`config.mk`:
```
export PLATFORM = sky130hd
export DESIGN_NAME = audio_serial_rx_flat
export DESIGN_NICKNAME = d
export VERILOG_FILES = /design/src/rtl/audio_serial_rx_pkg.sv /design/src/rtl/audio_serial_rx_if.sv /design/src/rtl/audio_serial_rx_sync_edge.sv /design/src/rtl/audio_serial_rx.sv /design/src/flat_wrapper.sv
export SDC_FILE = /design/constraint.sdc
export NUM_CORES = 1
export LEC_CHECK = 0
export CAP_MARGIN = 15
export CORE_UTILIZATION = 58
export DETAILED_ROUTE_END_ITERATION = 12
export PLACE_DENSITY = 0.83
export SLEW_MARGIN = 40
export SYNTH_ARGS = -nofsm -noshare
export SYNTH_HDL_FRONTEND = slang
export SYNTH_SLANG_ARGS = --single-unit
```
`constraint.sdc`:
```
create_clock -name clk -period 3.7 [get_ports clk]
set_clock_uncertainty 0.05 [all_clocks]
set_input_delay 0.74 -clock clk [delete_from_list [all_inputs] [get_ports clk]]
set_output_delay 0.74 -clock clk [all_outputs]
set_load 0.005 [all_outputs]
```
`src/rtl/audio_serial_rx_pkg.sv`:
```
// audio_rx_pkg -- shared defaults and types for the audio serial receiver.
//   DEFAULT_WIDTH       : bits per channel word
//   DEFAULT_SYNC_STAGES : synchronizer depth for sck / lrck / sdin
//   ch_e                : channel selected by lrck (0 = left, 1 = right)
package audio_rx_pkg;

    localparam int DEFAULT_WIDTH       = 16;
    localparam int DEFAULT_SYNC_STAGES = 2;

    typedef enum logic {
        CH_LEFT  = 1'b0,
        CH_RIGHT = 1'b1
    } ch_e;

endpackage

```
`src/rtl/audio_serial_rx_if.sv`:
```
// audio_serial_rx_if -- stereo pair valid/ready handshake.
//   pair_valid : a stereo pair is held on left_out / right_out
//   pair_ready : consumer accepts when pair_valid && pair_ready
//   left_out   : left sample, two's complement
//   right_out  : right sample, two's complement
// master = receiver side, slave = consumer side.
interface audio_serial_rx_if
    import audio_rx_pkg::*;
#(
    parameter int WIDTH = DEFAULT_WIDTH
) ();

    logic             pair_valid;
    logic             pair_ready;
    logic [WIDTH-1:0] left_out;
    logic [WIDTH-1:0] right_out;

    modport master (output pair_valid, output left_out, output right_out, input pair_ready);
    modport slave  (input pair_valid, input left_out, input right_out, output pair_ready);

endinterface

```
`src/rtl/audio_serial_rx_sync_edge.sv`:
```
// sync_edge -- multi-flop synchronizer with rise/fall detection.
//   clk, rst : system clock, synchronous active-high reset
//   d        : asynchronous input
//   level    : synchronized level
//   rise     : one-cycle pulse on a synchronized 0->1
//   fall     : one-cycle pulse on a synchronized 1->0
module sync_edge
    import audio_rx_pkg::*;
#(
    parameter int STAGES = DEFAULT_SYNC_STAGES
) (
    input  logic clk,
    input  logic rst,
    input  logic d,
    output logic level,
    output logic rise,
    output logic fall
);

    logic [STAGES-1:0] chain;
    logic              prev;
    // Edges are masked until the chain and prev have refilled after reset,
    // so an input already high at reset is not mistaken for a transition.
    logic [STAGES:0]   primed;

    always_ff @(posedge clk) begin
        if (rst) begin
            chain  <= '0;
            prev   <= 1'b0;
            primed <= '0;
        end else begin
            chain  <= {chain[STAGES-2:0], d};
            prev   <= chain[STAGES-1];
            primed <= {primed[STAGES-1:0], 1'b1};
        end
    end

    assign level = chain[STAGES-1];
    assign rise  = primed[STAGES] &  level & ~prev;
    assign fall  = primed[STAGES] & ~level &  prev;

endmodule

```
`src/rtl/audio_serial_rx.sv`:
```
// audio_serial_rx -- left-justified serial audio receiver with stereo
// pair valid/ready output.
//   clk, rst   : system clock (>= 4x sck), synchronous active-high reset
//   sck        : serial bit clock (asynchronous)
//   lrck       : word select, 0 = left, 1 = right
//   sdin       : serial data, MSB first
//   pair_if    : master side of the pair handshake (pair_valid/pair_ready,
//                left_out/right_out)
//   overrun    : one-cycle pulse when a completed pair is dropped
//   frame_err  : one-cycle pulse when a short word is discarded
// Optional (macro AUDIO_RX_PEAK_EN):
//   peak_clr   : clears the peak registers (wins over an update)
//   peak_l/r   : max |sample| of accepted pairs, WIDTH-1 bits, saturating
module audio_serial_rx
    import audio_rx_pkg::*;
#(
    parameter int WIDTH       = DEFAULT_WIDTH,
    parameter int SYNC_STAGES = DEFAULT_SYNC_STAGES
) (
    input  logic                 clk,
    input  logic                 rst,
    input  logic                 sck,
    input  logic                 lrck,
    input  logic                 sdin,
    audio_serial_rx_if.master    pair_if,
    output logic                 overrun,
    output logic                 frame_err
`ifdef AUDIO_RX_PEAK_EN
    ,
    input  logic                 peak_clr,
    output logic [WIDTH-2:0]     peak_l,
    output logic [WIDTH-2:0]     peak_r
`endif
);

    localparam int STAGES = (SYNC_STAGES < 2) ? 2 : SYNC_STAGES;
    localparam int CW     = $clog2(WIDTH + 1);
    localparam logic [CW-1:0] LAST = CW'(WIDTH - 1);
    localparam logic [CW-1:0] FULL = CW'(WIDTH);

    logic sck_lvl, sck_rise, sck_fall;
    logic lrck_lvl, lrck_rise, lrck_fall;
    logic sdin_lvl, sdin_rise, sdin_fall;
    logic unused_edges;

    sync_edge #(.STAGES(STAGES)) u_sck  (.clk(clk), .rst(rst), .d(sck),
                                         .level(sck_lvl), .rise(sck_rise), .fall(sck_fall));
    sync_edge #(.STAGES(STAGES)) u_lrck (.clk(clk), .rst(rst), .d(lrck),
                                         .level(lrck_lvl), .rise(lrck_rise), .fall(lrck_fall));
    sync_edge #(.STAGES(STAGES)) u_sdin (.clk(clk), .rst(rst), .d(sdin),
                                         .level(sdin_lvl), .rise(sdin_rise), .fall(sdin_fall));

    assign unused_edges = &{1'b0, sck_lvl, sck_fall, sdin_rise, sdin_fall};

    logic             active;      // set by the first lrck transition after reset
    ch_e              chan;
    logic [CW-1:0]    bit_cnt;     // saturates at WIDTH; later bits are ignored
    logic [WIDTH-2:0] shreg;
    logic [WIDTH-1:0] left_stage;
    logic             staged;

    logic             lrck_edge, capture, word_done, new_pair, can_load;
    logic [WIDTH-1:0] word;

    always_comb begin
        lrck_edge = lrck_rise | lrck_fall;
        capture   = active & sck_rise & ~lrck_edge & (bit_cnt < FULL);
        word      = {shreg, sdin_lvl};
        word_done = capture && (bit_cnt == LAST);
        new_pair  = word_done && (chan == CH_RIGHT) && staged;
        can_load  = !pair_if.pair_valid || pair_if.pair_ready;
    end

    always_ff @(posedge clk) begin
        if (rst) begin
            active             <= 1'b0;
            chan               <= CH_LEFT;
            bit_cnt            <= '0;
            shreg              <= '0;
            left_stage         <= '0;
            staged             <= 1'b0;
            pair_if.pair_valid <= 1'b0;
            pair_if.left_out   <= '0;
            pair_if.right_out  <= '0;
            overrun            <= 1'b0;
            frame_err          <= 1'b0;
        end else begin
            frame_err <= 1'b0;
            overrun   <= 1'b0;

            if (lrck_edge) begin
                active  <= 1'b1;
                bit_cnt <= '0;
                chan    <= ch_e'(lrck_lvl);
                if (active && (bit_cnt != '0) && (bit_cnt < FULL)) begin
                    frame_err <= 1'b1;
                    if (chan == CH_RIGHT) staged <= 1'b0;
                end
            end else if (capture) begin
                shreg   <= word[WIDTH-2:0];
                bit_cnt <= bit_cnt + 1'b1;
                if (word_done) begin
                    if (chan == CH_LEFT) begin
                        left_stage <= word;
                        staged     <= 1'b1;
                    end else begin
                        staged     <= 1'b0;
                    end
                end
            end

            if (new_pair) begin
                if (can_load) begin
                    pair_if.pair_valid <= 1'b1;
                    pair_if.left_out   <= left_stage;
                    pair_if.right_out  <= word;
                end else begin
                    overrun <= 1'b1;
                end
            end else if (pair_if.pair_valid && pair_if.pair_ready) begin
                pair_if.pair_valid <= 1'b0;
            end
        end
    end

`ifdef AUDIO_RX_PEAK_EN
    // |s| with the most negative value saturating to the largest positive.
    function automatic logic [WIDTH-2:0] mag(input logic [WIDTH-1:0] s);
        logic [WIDTH-1:0] neg;
        neg = -s;
        if (!s[WIDTH-1])     return s[WIDTH-2:0];
        else if (neg[WIDTH-1]) return '1;
        else                 return neg[WIDTH-2:0];
    endfunction

    always_ff @(posedge clk) begin
        if (rst || peak_clr) begin
            peak_l <= '0;
            peak_r <= '0;
        end else if (pair_if.pair_valid && pair_if.pair_ready) begin
            if (mag(pair_if.left_out)  > peak_l) peak_l <= mag(pair_if.left_out);
            if (mag(pair_if.right_out) > peak_r) peak_r <= mag(pair_if.right_out);
        end
    end
`endif

endmodule

```
`src/flat_wrapper.sv`:
```
// flat-port wrapper written by rule: the top's interface ports become plain ports
module audio_serial_rx_flat import audio_rx_pkg::*;
#(
    parameter int WIDTH       = DEFAULT_WIDTH,
    parameter int SYNC_STAGES = DEFAULT_SYNC_STAGES
)
  (clk, rst, sck, lrck, sdin, overrun, frame_err, pair_if_pair_valid, pair_if_left_out, pair_if_right_out, pair_if_pair_ready);
  audio_serial_rx_if #(.WIDTH(WIDTH)) pair_if_i ();
  input  logic clk;
  input  logic rst;
  input  logic sck;
  input  logic lrck;
  input  logic sdin;
  output logic overrun;
  output logic frame_err;
  output wire logic [$bits(pair_if_i.pair_valid)-1:0] pair_if_pair_valid;
  output wire logic [$bits(pair_if_i.left_out)-1:0] pair_if_left_out;
  output wire logic [$bits(pair_if_i.right_out)-1:0] pair_if_right_out;
  input wire logic [$bits(pair_if_i.pair_ready)-1:0] pair_if_pair_ready;
  assign pair_if_pair_valid = pair_if_i.pair_valid;
  assign pair_if_left_out = pair_if_i.left_out;
  assign pair_if_right_out = pair_if_i.right_out;
  assign pair_if_i.pair_ready = pair_if_pair_ready;
  audio_serial_rx #(.WIDTH(WIDTH), .SYNC_STAGES(SYNC_STAGES)) u_core (.clk(clk), .rst(rst), .sck(sck), .lrck(lrck), .sdin(sdin), .pair_if(pair_if_i), .overrun(overrun), .frame_err(frame_err));
endmodule
```
Word-level counts from Yosys, hierarchy flattened
Index checks and enable logic that the tools add are counted.
{"block": "op_classes", "addsub": 1, "mul": 0, "div_mod_pow": 0, "n_lt_le_gt_ge": 1, "eq_ne": 4, "shift": 0, "mux": 13, "bitwise_logic": 16, "n_reduce_logical": 20}
{"op": "$mux 1", "n": 13}
{"op": "$and 1x1->1", "n": 9}
{"op": "$reduce_and 4->1", "n": 2}
{"op": "$logic_and 1x1->1", "n": 6}
{"op": "$not 1->1", "n": 6}
{"op": "$reduce_and 2->1", "n": 3}
{"op": "$reduce_bool 2->1", "n": 3}
{"op": "$reduce_or 2->1", "n": 3}
{"op": "$add 5x1->5 const B", "n": 1}
{"op": "$eq 5x4->1 const B", "n": 1}
{"op": "$lt 5x5->1 const B", "n": 1}
{"op": "$reduce_bool 5->1", "n": 1}
{"op": "$ne 2x2->1 const B", "n": 2}
{"op": "$ne 2x1->1 const B", "n": 1}
{"op": "$logic_not 1->1", "n": 1}
{"op": "$logic_or 1x1->1", "n": 1}
{"op": "$or 1x1->1", "n": 1}
{"block": "word_totals", "reg_bits": 88, "latch_bits": 0, "ram_bits": 0, "romBits": 0, "in_bits": 6, "output_inout_bits": 35, "wordCells": 75, "memories": 0}

Longest topological paths before layout
Gate-level depths: netlist of run 1.
{"block": "logic_depth", "depth_word": 12, "depth_mapped": 8, "ltp_nobuf": 7}

Cells and area by module
A second synthesis of run 1 with hierarchy kept.
{"block": "unflattened", "cells_unflattened": 340, "area_unflattened_um2": 3228.1}
{"module": "audio_serial_rx", "instances": 1, "cells_each": 298, "area_each_um2": 2710.1, "seq_area_each_um2": 1481.4}
{"module": "sync_edge", "instances": 3, "cells_each": 14, "area_each_um2": 172.7, "seq_area_each_um2": 120.1}

Least setup slack after synthesis of run 1
Ideal clock, no wire load.
{"block": "synth_path", "kind": "reg-to-reg", "start": "register u_core.bit_cnt[0]", "end": "register u_core.pair_if.left_out[12]", "setup_ns": 0.116, "arrival_ns": 1.946, "required_ns": 3.534, "slack_ns": 1.588, "path_stages_with_launch": 9, "n_path_buf": 1, "period_less_slack_ns": 2.112, "path_cell_list": "dfxtp_1 > ha_1 > and3_1 > ha_1 > and3_1 > nand2_1 > clkbuf_1 > nor3_1 > a31o_2"}
{"block": "synth_via", "elab_chain_len": 6, "word_cells_on_any_way": 7, "cone_classes": "order compare: 1; eq/ne: 1; bitwise: 1; reduce/logical: 4"}
{"item": "from (decl)", "line": "audio_serial_rx.sv:57", "rtl": "logic [CW-1:0] bit_cnt;"}
{"item": "from (signal assigned)", "line": "audio_serial_rx.sv:101", "rtl": "bit_cnt <= bit_cnt + 1'b1;"}
{"item": "$lt 5x5->1", "line": "audio_serial_rx.sv:67", "rtl": "capture = active & sck_rise & ~lrck_edge & (bit_cnt < FULL);"}
{"item": "$and 1x1->1", "line": "audio_serial_rx.sv:67"}
{"item": "$logic_and 1x1->1 (*)", "line": "audio_serial_rx.sv:69", "rtl": "word_done = capture && (bit_cnt == LAST);"}
{"item": "$logic_and 1x1->1 (*) (2 in a row)", "line": "audio_serial_rx.sv:70", "rtl": "new_pair = word_done && (chan == CH_RIGHT) && staged;"}
{"item": "$reduce_and 2->1 (no source line) (*)"}
{"item": "to (signal assigned)", "line": "audio_serial_rx.sv:115", "rtl": "pair_if.left_out <= left_stage;"}
{"item": "to (decl)", "line": "audio_serial_rx_if.sv:18", "rtl": "modport master (output pair_valid, output left_out, output right_out, input pair_ready);"}
Every way passes the cells marked *; elsewhere a longest branch is shown, timed or not.
A chain may end at the register's enable or synchronous reset.

Worst setup path after layout of run 1
{"block": "layout_path", "start": "register u_core.bit_cnt[0]", "end": "register u_core.pair_if.left_out[14]"}
The elaborated chain is that of the path after synthesis.

==> results.json, run 1 <==
{
  "post-synth-top-area-fraction": 0.529,
  "dominant_cells_by_area_after_synthesis": "dfxtp_1 53%, nand2_1 7.5%, a31o_2 6.3%",
  "routedWlPerCell_microns": 14.3,
  "drt_wl_total_mm": 6.22,
  "timing_worst_setup_path_type": "register to register",
  "clock_insertion_delay_worst_skew_ns": 0.35,
  "clock_tree.root_cell": "clkbuf_8",
  "timing.critical_path.buf_inv": 1,
  "vias_in_the_first_global_route": 2229,
  "dpl.cell_count": 419,
  "finalSetupViolCount": 0,
  "max-vdd-ir-drop_v": 0.000338,
  "layout-drive-gt1-share": 0.167,
  "fillCellCount": 410,
  "ys.flop_type": "dfxtp_1",
  "synth_area_leader_cell": "dfxtp_1",
  "total_area_of_multi_input_combinational_cells_sq_mm": 0.00136,
  "critical_path.endpoint_type": "register",
  "destination_of_the_worst_hold_path": "u_core.u_lrck.chain[1]$_SDFF_PP0_",
  "met1_usage": 0.318,
  "port_buffers": 40,
  "worst_hold_path_type": "register to register",
  "postCtsHoldBufs": 0,
  "final_nets": 369,
  "worst_r2r_path_depth": 8,
  "initial_antenna_violation_count": 0,
  "yosys.area_share.xor_xnor": 0.0132,
  "worstHoldPathCells": 1,
  "synth_enable_flop_cells": 0,
  "syn_to_final_growth_pct": 18.2,
  "grt_setup_unrepaired": "no",
  "cts-resized-gates": 0,
  "worst-slew-pin-transition_ns": 0.670,
  "cts_setup_buffers": 0,
  "hold_start": "u_core.u_lrck.chain[0]$_SDFF_PP0_",
  "grt-ovfl-total": 0,
  "worst_path_dominant_cell_family": "simple AND/OR/NAND/NOR gates",
  "critPathLaunchType": "register",
  "yosysWarningCount": 0,
  "grt_start_max_net_pins": 49,
  "routed-via-count": 2395,
  "clock_sink_count": 85,
  "setup-tns-final_ns": 0,
  "yosys.cell_types.count": 33,
  "register_area_sq_mm": 0.00170,
  "drt_first_pass_iters": 4,
  "synth.net_count": 336,
  "fraction_of_the_yosys_area_taken_by_sequential_cells": 0.529,
  "grt.busiest_layer": "met2",
  "syn_inst": 327,
  "synth_compound_gate_area_share": 0.123,
  "synth_seq_cells": 85,
  "path_clk_slew_ns": 0.09,
  "p_leak_nw": 1.28,
  "relSlewSlack": 0.553,
  "p_per_cell_area_mw_per_mm2": 404,
  "syn_area_per_cell_sq_um": 9.84,
  "critical_path.slowest_cell": "nand2_1",
  "num_rows": 26,
  "worstPathMaxFanout": 20,
  "route.detailed.vias_per_inst": 5.51,
  "r2r_end": "u_core.pair_if.left_out[14]$_SDFFE_PP0P_",
  "critical-path-max-stage-delay_ns": 0.42,
  "start_util": 0.614,
  "die_h_microns": 76.5,
  "grt_use_met2": 0.339,
  "total_cts_buffers": 9,
  "final_period_minus_worst_setup_slack_ns": 2.54,
  "synth_async_sr_flop_share": 0,
  "report.power.total_mw": 1.54,
  "antenna_cells": 0,
  "track_usage": 0.227,
  "ctsLongestPathBuffers": 2,
  "syn-cell-area_sq_mm": 0.00322,
  "h-tree-depth": 3,
  "placeableCoreArea_sq_mm": 0.00524,
  "final_ant_viol_nets": 0,
  "final_min_period_over_clock_period": 0.686,
  "slew_viol_final": 0,
  "synth_top_family_by_area": "simple AND/OR/NAND/NOR gates",
  "final_hold_viol_count": 0,
  "place.gp.congestion": 0.756,
  "wire_length_of_the_first_global_routing_pass_mm": 10.6,
  "fp.dieW_microns": 76.5,
  "ios": 41,
  "placedInstanceArea_sq_mm": 0.00363,
  "initialDrtViolationCount": 195,
  "status": "finished, final reports clean",
  "cap_viol_max_count": 0,
  "synthSimpleGateAreaFrac": 0.223,
  "post-dp-hpwl_mm": 3.89,
  "clock.fmax_ghz": 0.394,
  "flop2flop_setup_slack_ns": 1.16,
  "synth.area.mux_share": 0.0529,
  "drcViolationCount": 0,
  "die_area_sq_mm": 0.00585,
  "globalRouteMet3Util": 0.0503,
  "cp_data_arrival_time_ns": 2.74,
  "tritoncts": "done",
  "worst_r2r_startpoint": "u_core.bit_cnt[0]$_SDFFE_PP0N_",
  "finalInstanceArea_sq_mm": 0.00380,
  "required_ns": 3.90,
  "synth_adder_area_share": 0.0117,
  "finish.cell_count_without_fillers": 435,
  "cp_cell_sequence": "ha_1 > and3_1 > ha_1 > and3_1 > nand2_1 > buf_4 > nor3_1 > a31o_2"
}
==> layout by cell type, fill, tap and decap left out, drive strengths merged <==
cell           Yosys  routed
clkdlybuf4s50      0      40
nand3              2       2
a221oi             1       1
clkinv             0       4
nor3b              1       1
nor4b              4       4
buf               10       6
dfxtp             85      85
nor2               9       9
a21oi             19      19
or3                1       1
nor2b             10      10
ha                 3       3
xnor2              3       3
nand3b             1       1
nand2b             4       4
or4b               1       1
o21ai              2       2
clkinvlp           0       2
a31o              32      32
and3               2       2
nand2             64      64
xor2               1       1
mux2i             17      17
inv                8       9
clkbuf            14       9
nor4               2       2
nor3              31      31
==> Yosys cell counts (6+ instances only) <==
| library cell | number |
|---|---|
| dfxtp_1 | 85 |
| nor2b_1 | 10 |
| mux2i_1 | 17 |
| inv_1 | 7 |
| nor3_1 | 25 |
| buf_2 | 6 |
| nor2_1 | 9 |
| a31o_2 | 23 |
| a31o_1 | 9 |
| a21oi_1 | 19 |
| nand2_1 | 64 |
| clkbuf_1 | 14 |
==> through the flow <==
stage / setup slack, ns / hold slack, ns / util
after global placement: 1.13 / 0.368 / 0.692
after detailed placement: 1.07 / 0.380 / 0.692
after global routing: 1.02 / 0.405 / 0.726
after floorplan: 1.59 / 0.364 / -
final: 1.16 / 0.395 / 0.726
after CTS: 1.18 / 0.400 / 0.726
==> metal layers <==
| layer | part of all wire | vias to the layer above |
|---|---|---|
| li1 | - | 1202 |
| met1 | 0.50 | 1120 |
| met2 | 0.44 | 65 |
| met3 | 0.043 | 8 |
| met4 | 0.015 | 0 |
| met5 | 0 | - |
==> cell families after synthesis <==
family / after synthesis
flip-flops: 85
XOR/XNOR: 4
adder cells (fa/ha/maj): 3
multiplexers: 17
AO/OA/AOI/OAI: 54
AND/OR/NAND/NOR: 132
buffers and inverters: 32
==> flip-flops by register name (all words and copies together) (netlist names) <==
signal	cells
u_core.staged	1
u_core.shreg	15
u_core.pair_if.right_out	16
u_core.chan	1
u_core.overrun	1
u_core.active	1
u_core.u_lrck.chain	2
u_core.u_sck.primed	2
u_core.u_lrck.prev	1
u_core.u_sdin.chain	2
u_core.u_sck.chain	2
u_core.bit_cnt	5
u_core.pair_if.pair_valid	1
u_core.u_sck.prev	1
u_core.left_stage	16
u_core.frame_err	1
u_core.u_lrck.primed	1
u_core.pair_if.left_out	16
==> worst register-to-register path, cell delays in order, from the launching register on <==
cell     delay [ns]
dfxtp_1        0.35
ha_1           0.23
and3_1         0.21
ha_1           0.24
and3_1         0.23
nand2_1        0.42
buf_4          0.37
nor3_1         0.10
a31o_2         0.24
==> worst max path at each step <==
stage	slack [ns]	to	from	cells after the start
3_3_place_gp	1.13	u_core.pair_if.left_out[10]$_SDFFE_PP0P_	pair_if_pair_ready	6
2_1_floorplan	1.59	u_core.pair_if.left_out[12]$_SDFFE_PP0P_	u_core.bit_cnt[0]$_SDFFE_PP0N_	8
4_1_cts	1.18	u_core.pair_if.left_out[14]$_SDFFE_PP0P_	u_core.bit_cnt[0]$_SDFFE_PP0N_	8
3_5_place_dp	1.07	u_core.pair_if.left_out[14]$_SDFFE_PP0P_	pair_if_pair_ready	6
5_1_grt	1.02	u_core.pair_if.left_out[14]$_SDFFE_PP0P_	u_core.bit_cnt[0]$_SDFFE_PP0N_	8
6_report	1.16	u_core.pair_if.left_out[14]$_SDFFE_PP0P_	u_core.bit_cnt[0]$_SDFFE_PP0N_	8
==> area by class of cell <==
type / instances / share of cell area
Multi-Input combinational cell: 210 / 0.358
Timing Repair Buffer: 46 / 0.117
Inverter: 8 / 0.00790
Clock buffer: 9 / 0.0326
Clock inverter: 7 / 0.0135
Tap cell: 70 / 0.0230
Sequential cell: 85 / 0.448
==> power breakdown <==
group          switching (mW)  total, mW  internal [mW]
combinational          0.0234     0.0346         0.0112
sequential            0.00273      0.922          0.919
clock                   0.334      0.579          0.245
total                   0.360       1.54           1.18
Note: power is estimated with default switching activity, not from simulation.
==> run 2: changes to the inputs <==
Settings changed: CORE_UTILIZATION 58 to 54, PLACE_DENSITY 0.83 to 0.78.
Clock period 3.7 ns to 2.6 ns, I/O delays scaled along.
==> results.json, run 2 (synthesized netlist as in run 1, its figures left out) <==
{
  "status": "finished, final reports clean",
  "clk_network_pwr_share": 0.417,
  "max-vdd-ir-drop_v": 0.000435,
  "ios": 41,
  "report.power.total_mw": 2.34,
  "worst_hold_path_type": "register to register",
  "largest_registers": "u_core.left_stage (16), u_core.pair_if.left_out (16), u_core.pair_if.right_out (16)",
  "relSlewSlack": 0.630,
  "drcViolationCount": 0,
  "ctsLongestPathBuffers": 2,
  "power.switching_fraction": 0.202,
  "worstHoldPathCells": 1,
  "cp_data_arrival_time_ns": 2.24,
  "critical_path.slowest_cell": "dfxtp_1",
  "die_h_microns": 79.2,
  "routed-via-count": 2427,
  "port_buffers": 40,
  "timing.critical_path.buf_inv": 1,
  "cts_setup_buffers": 0,
  "drt_first_pass_iters": 4,
  "placeableCoreArea_sq_mm": 0.00561,
  "routedWlPerCell_microns": 14.3,
  "clock_insertion_delay_worst_skew_ns": 0.35,
  "vias_in_the_first_global_route": 2188,
  "grt_setup_unrepaired": "no",
  "finalInstanceArea_sq_mm": 0.00388,
  "fp.dieW_microns": 79.2,
  "post-route-worst-setup-slack_ns": 0.560,
  "total_cts_buffers": 9,
  "final_common_cell": "dfxtp_1",
  "final_period_minus_worst_setup_slack_ns": 2.04,
  "initialDrtViolationCount": 142,
  "setup-tns-final_ns": 0,
  "required_ns": 2.80,
  "worst_r2r_path_depth": 8,
  "clock_tree.root_cell": "clkbuf_8",
  "initial_antenna_violation_count": 0,
  "cp_cell_sequence": "ha_1 > and3_1 > ha_1 > and3_1 > nand2_1 > buf_12 > nor3_1 > a31o_2",
  "final_hold_viol_count": 0,
  "p_per_cell_area_mw_per_mm2": 604,
  "drt_wl_total_mm": 6.26,
  "layout-drive-gt1-share": 0.163,
  "final_min_period_over_clock_period": 0.785,
  "final_ant_viol_nets": 0,
  "critical-path-max-stage-delay_ns": 0.35,
  "critPathLaunchType": "register",
  "intPower_mw": 1.87,
  "placedInstanceArea_sq_mm": 0.00367,
  "cts-resized-gates": 0,
  "finish.cell_count_without_fillers": 439,
  "finalSetupViolCount": 0,
  "dpl.cell_count": 423,
  "post-dp-hpwl_mm": 3.96,
  "timing_worst_setup_path_type": "register to register",
  "syn_to_final_growth_pct": 20.5,
  "wire_length_of_the_first_global_routing_pass_mm": 10.5,
  "power.switching_uw": 472,
  "clock_sink_count": 85,
  "path_clk_slew_ns": 0.08,
  "grt_start_max_net_pins": 49,
  "postCtsHoldBufs": 0,
  "clock.fmax_ghz": 0.490,
  "worstPathMaxFanout": 32,
  "critical_path.endpoint_type": "register",
  "slew_viol_final": 0,
  "cp.depth": 8,
  "num_rows": 27,
  "fillCellCount": 462,
  "worst-slew-pin-transition_ns": 0.555,
  "track_usage": 0.217,
  "final_nets": 371,
  "grt-ovfl-total": 0,
  "place.gp.congestion": 0.775,
  "h-tree-depth": 3,
  "die_area_sq_mm": 0.00627,
  "tritoncts": "done",
  "worst_path_dominant_cell_family": "simple AND/OR/NAND/NOR gates",
  "antenna_cells": 0,
  "p_leak_nw": 1.32,
  "post-place-ws_ns": 0.590,
  "start_util": 0.574,
  "final_cell_mix": "85 x dfxtp_1, 64 x nand2_1, 40 x clkdlybuf4s50_1, 25 x nor3_1, 23 x a31o_2",
  "combPwrFrac": 0.022,
  "route.detailed.vias_per_inst": 5.53,
  "seqPwrFrac": 0.561,
  "cap_viol_max_count": 0
}
-- run 2: per-stage QoR --
stage               hold WS, ns   util
floorplan                 0.364      -
global placement          0.365  0.654
detailed placement        0.370  0.654
CTS                       0.388  0.691
global route              0.411  0.691
finish                    0.388  0.691
-- run 2: path summary, 6_finish.rpt --
kind                                     start                                       end  slack, ns
max             u_core.bit_cnt[0]$_SDFFE_PP0N_  u_core.pair_if.left_out[12]$_SDFFE_PP0P_       0.56
min          u_core.u_sdin.chain[0]$_SDFF_PP0_         u_core.u_sdin.chain[1]$_SDFF_PP0_       0.39
max reg2reg     u_core.bit_cnt[0]$_SDFFE_PP0N_  u_core.pair_if.left_out[12]$_SDFFE_PP0P_       0.56
min reg2reg  u_core.u_sdin.chain[0]$_SDFF_PP0_         u_core.u_sdin.chain[1]$_SDFF_PP0_       0.39
-- run 2: power by group through the flow --
stage	registers (mW)	logic (mW)	clock network, mW
floorplan	1.34	0.0326	0
global placement	1.34	0.0506	0
detailed placement	1.34	0.0512	0
CTS	1.31	0.0514	0.995
global route	1.31	0.0555	1.05
finish	1.31	0.0513	0.976
-- run 2: layout make-up --
type | instances | area [sq um] | area share
well taps | 72 | 90.1 | 0.0232
clock inverters | 4 | 72.6 | 0.0187
inverters | 8 | 30.0 | 0.00775
repair buffers | 48 | 485 | 0.125
multi-input cells | 210 | 1360 | 0.351
flip-flops and latches | 85 | 1700 | 0.439
clock buffers | 12 | 135 | 0.0349
-- run 2: per-layer routing --
metal	vias up	share of wire	GRT usage
met5	-	0	0
met1	1155	0.48	0.300
met3	13	0.047	0.0552
li1	1201	-	-
met4	0	0.019	0.107
met2	58	0.46	0.312
==> run 3: changes to the inputs <==
Settings changed: CORE_UTILIZATION 54 to 49, PLACE_DENSITY 0.78 to 0.75.
Clock period 2.6 ns to 1.7 ns, I/O delays scaled along.
==> results.json, run 3 (synthesized netlist as in run 1, its figures left out) <==
{
  "tritoncts": "done",
  "wire_length_of_the_first_global_routing_pass_mm": 11.1,
  "grt_start_max_net_pins": 41,
  "post-route-worst-setup-slack_ns": -0.0743,
  "drt_first_pass_iters": 4,
  "ios": 41,
  "slew_viol_final": 0,
  "hold_slack_ns": 0.395,
  "final_period_minus_worst_setup_slack_ns": 1.77,
  "largest_registers": "u_core.left_stage (16), u_core.pair_if.left_out (16), u_core.pair_if.right_out (16)",
  "clock_sink_count": 85,
  "timing.critical_path.buf_inv": 1,
  "final_util": 0.694,
  "drcViolationCount": 0,
  "cp_cell_sequence": "ha_4 > and3_4 > ha_4 > and3_4 > nand3_4 > buf_12 > a31o_2",
  "max-vdd-ir-drop_v": 0.000443,
  "cap_viol_max_count": 0,
  "vias_in_the_first_global_route": 2324,
  "critPathLaunchType": "register",
  "total_cts_buffers": 9,
  "start_util": 0.507,
  "path_clk_slew_ns": 0.09,
  "cp_data_arrival_time_ns": 1.98,
  "critical_path.endpoint_type": "register",
  "final_common_cell": "dfxtp_1",
  "p_per_cell_area_mw_per_mm2": 775,
  "placeableCoreArea_sq_mm": 0.00635,
  "clock.fmax_ghz": 0.564,
  "grt_setup_unrepaired": "yes",
  "antenna_cells": 0,
  "place.gp.congestion": 0.759,
  "port_buffers": 40,
  "routedWlPerCell_microns": 14.2,
  "finalSetupViolCount": 48,
  "routed-via-count": 2488,
  "drt_wl_total_mm": 6.67,
  "ctsLongestPathBuffers": 2,
  "num_rows": 29,
  "status": "finished, violations left",
  "post-dp-hpwl_mm": 4.18,
  "relSlewSlack": 0.746,
  "final_min_period_over_clock_period": 1.04,
  "initialDrtViolationCount": 128,
  "die_h_microns": 83.0,
  "violations": "negative setup slack",
  "fp.dieW_microns": 83.0,
  "required_ns": 1.90,
  "fillCellCount": 483,
  "clock_tree.root_cell": "clkbuf_8",
  "clock_insertion_delay_worst_skew_ns": 0.35,
  "worstPathMaxFanout": 19,
  "timing_worst_setup_path_type": "register to register",
  "final_hold_viol_count": 0,
  "critical-path-max-stage-delay_ns": 0.36,
  "worst_path_dominant_cell_family": "simple AND/OR/NAND/NOR gates",
  "final_cell_mix": "83 x dfxtp_1, 63 x nand2_1, 40 x clkdlybuf4s50_1, 22 x nor3_2, 21 x buf_4",
  "final_nets": 397,
  "h-tree-depth": 3,
  "layout-drive-gt1-share": 0.290,
  "grt-ovfl-total": 0,
  "route.detailed.vias_per_inst": 5.29,
  "worst_hold_path_type": "register to register",
  "p_leak_nw": 1.55,
  "syn_to_final_growth_pct": 37.0,
  "postCtsHoldBufs": 0,
  "worst-slew-pin-transition_ns": 0.381,
  "critical_path.slowest_cell": "dfxtp_2",
  "track_usage": 0.199,
  "final_ant_viol_nets": 0,
  "initial_antenna_violation_count": 0,
  "die_area_sq_mm": 0.00689
}
-- run 3: cell type report --
cell class / instances / area, sq um / share of cell area
sequential: 85 / 1700 / 0.387
multi-input combinational: 210 / 1590 / 0.362
timing repair buffer: 74 / 797 / 0.181
clock buffer: 12 / 155 / 0.0352
tap: 77 / 96.3 / 0.0219
clock inverter: 4 / 30.0 / 0.00681
inverter: 8 / 30.0 / 0.00681
-- run 3: path summary, 6_finish.rpt --
check,slack [ns],start,cells past startpoint,to
worst max-delay path,-0.07,u_core.bit_cnt[0]$_SDFFE_PP0N_,7,u_core.pair_if.right_out[14]$_SDFFE_PP0P_
worst min-delay path,0.40,u_core.u_lrck.chain[0]$_SDFF_PP0_,1,u_core.u_lrck.chain[1]$_SDFF_PP0_
worst max register to register,-0.07,u_core.bit_cnt[0]$_SDFFE_PP0N_,7,u_core.pair_if.right_out[14]$_SDFFE_PP0P_
worst min register to register,0.40,u_core.u_lrck.chain[0]$_SDFF_PP0_,1,u_core.u_lrck.chain[1]$_SDFF_PP0_
-- run 3: report_power, final --
group          total (mW)  switching [mW]  internal, mW  leakage (nW)
Sequential           2.01         0.00565          2.00         0.688
Combinational      0.0911          0.0555        0.0356         0.771
Clock                1.32           0.700         0.617        0.0930
-- run 3: timing repair --
| action | CTS | global route |
|---|---|---|
| endpoints found under the setup margin | 48 | 49 |
| gates cloned | 0 | 2 |
| pin swaps | 0 | 6 |
| resized for setup | 10 | 25 |
| buffers inserted | 1 | 1 |
| endpoints found under the hold margin | 0 | 0 |
-- run 3: metrics by stage --
| step | power, mW | TNS [ns] | cells | cell area, sq um | worst slack (ns) |
|---|---|---|---|---|---|
| floorplan | 2.10 | -1.60 | 327 | 3320 | -0.113 |
| global placement | 2.14 | -1.54 | 450 | 3980 | -0.0577 |
| detailed placement | 2.14 | -2.80 | 450 | 3980 | -0.0877 |
| CTS | 3.43 | -1.59 | 467 | 4230 | -0.0668 |
| global route | 3.55 | -5.05 | 470 | 4410 | -0.130 |
| finish | 3.41 | -2.17 | 470 | 4410 | -0.0743 |
-- run 3: metal layers --
metal,up-vias,global-route usage,part of all wire
met1,1180,0.279,0.50
met5,-,0,0
li1,1244,-,-
met3,10,0.0507,0.035
met2,54,0.290,0.45
met4,0,0.0878,0.017
-- run 3: worst reg2reg max path, cell delays in order, from the launching register on --
cell     delay [ns]
dfxtp_2        0.36
ha_4           0.14
and3_4         0.19
ha_4           0.14
and3_4         0.23
nand3_4        0.13
buf_12         0.19
a31o_2         0.25
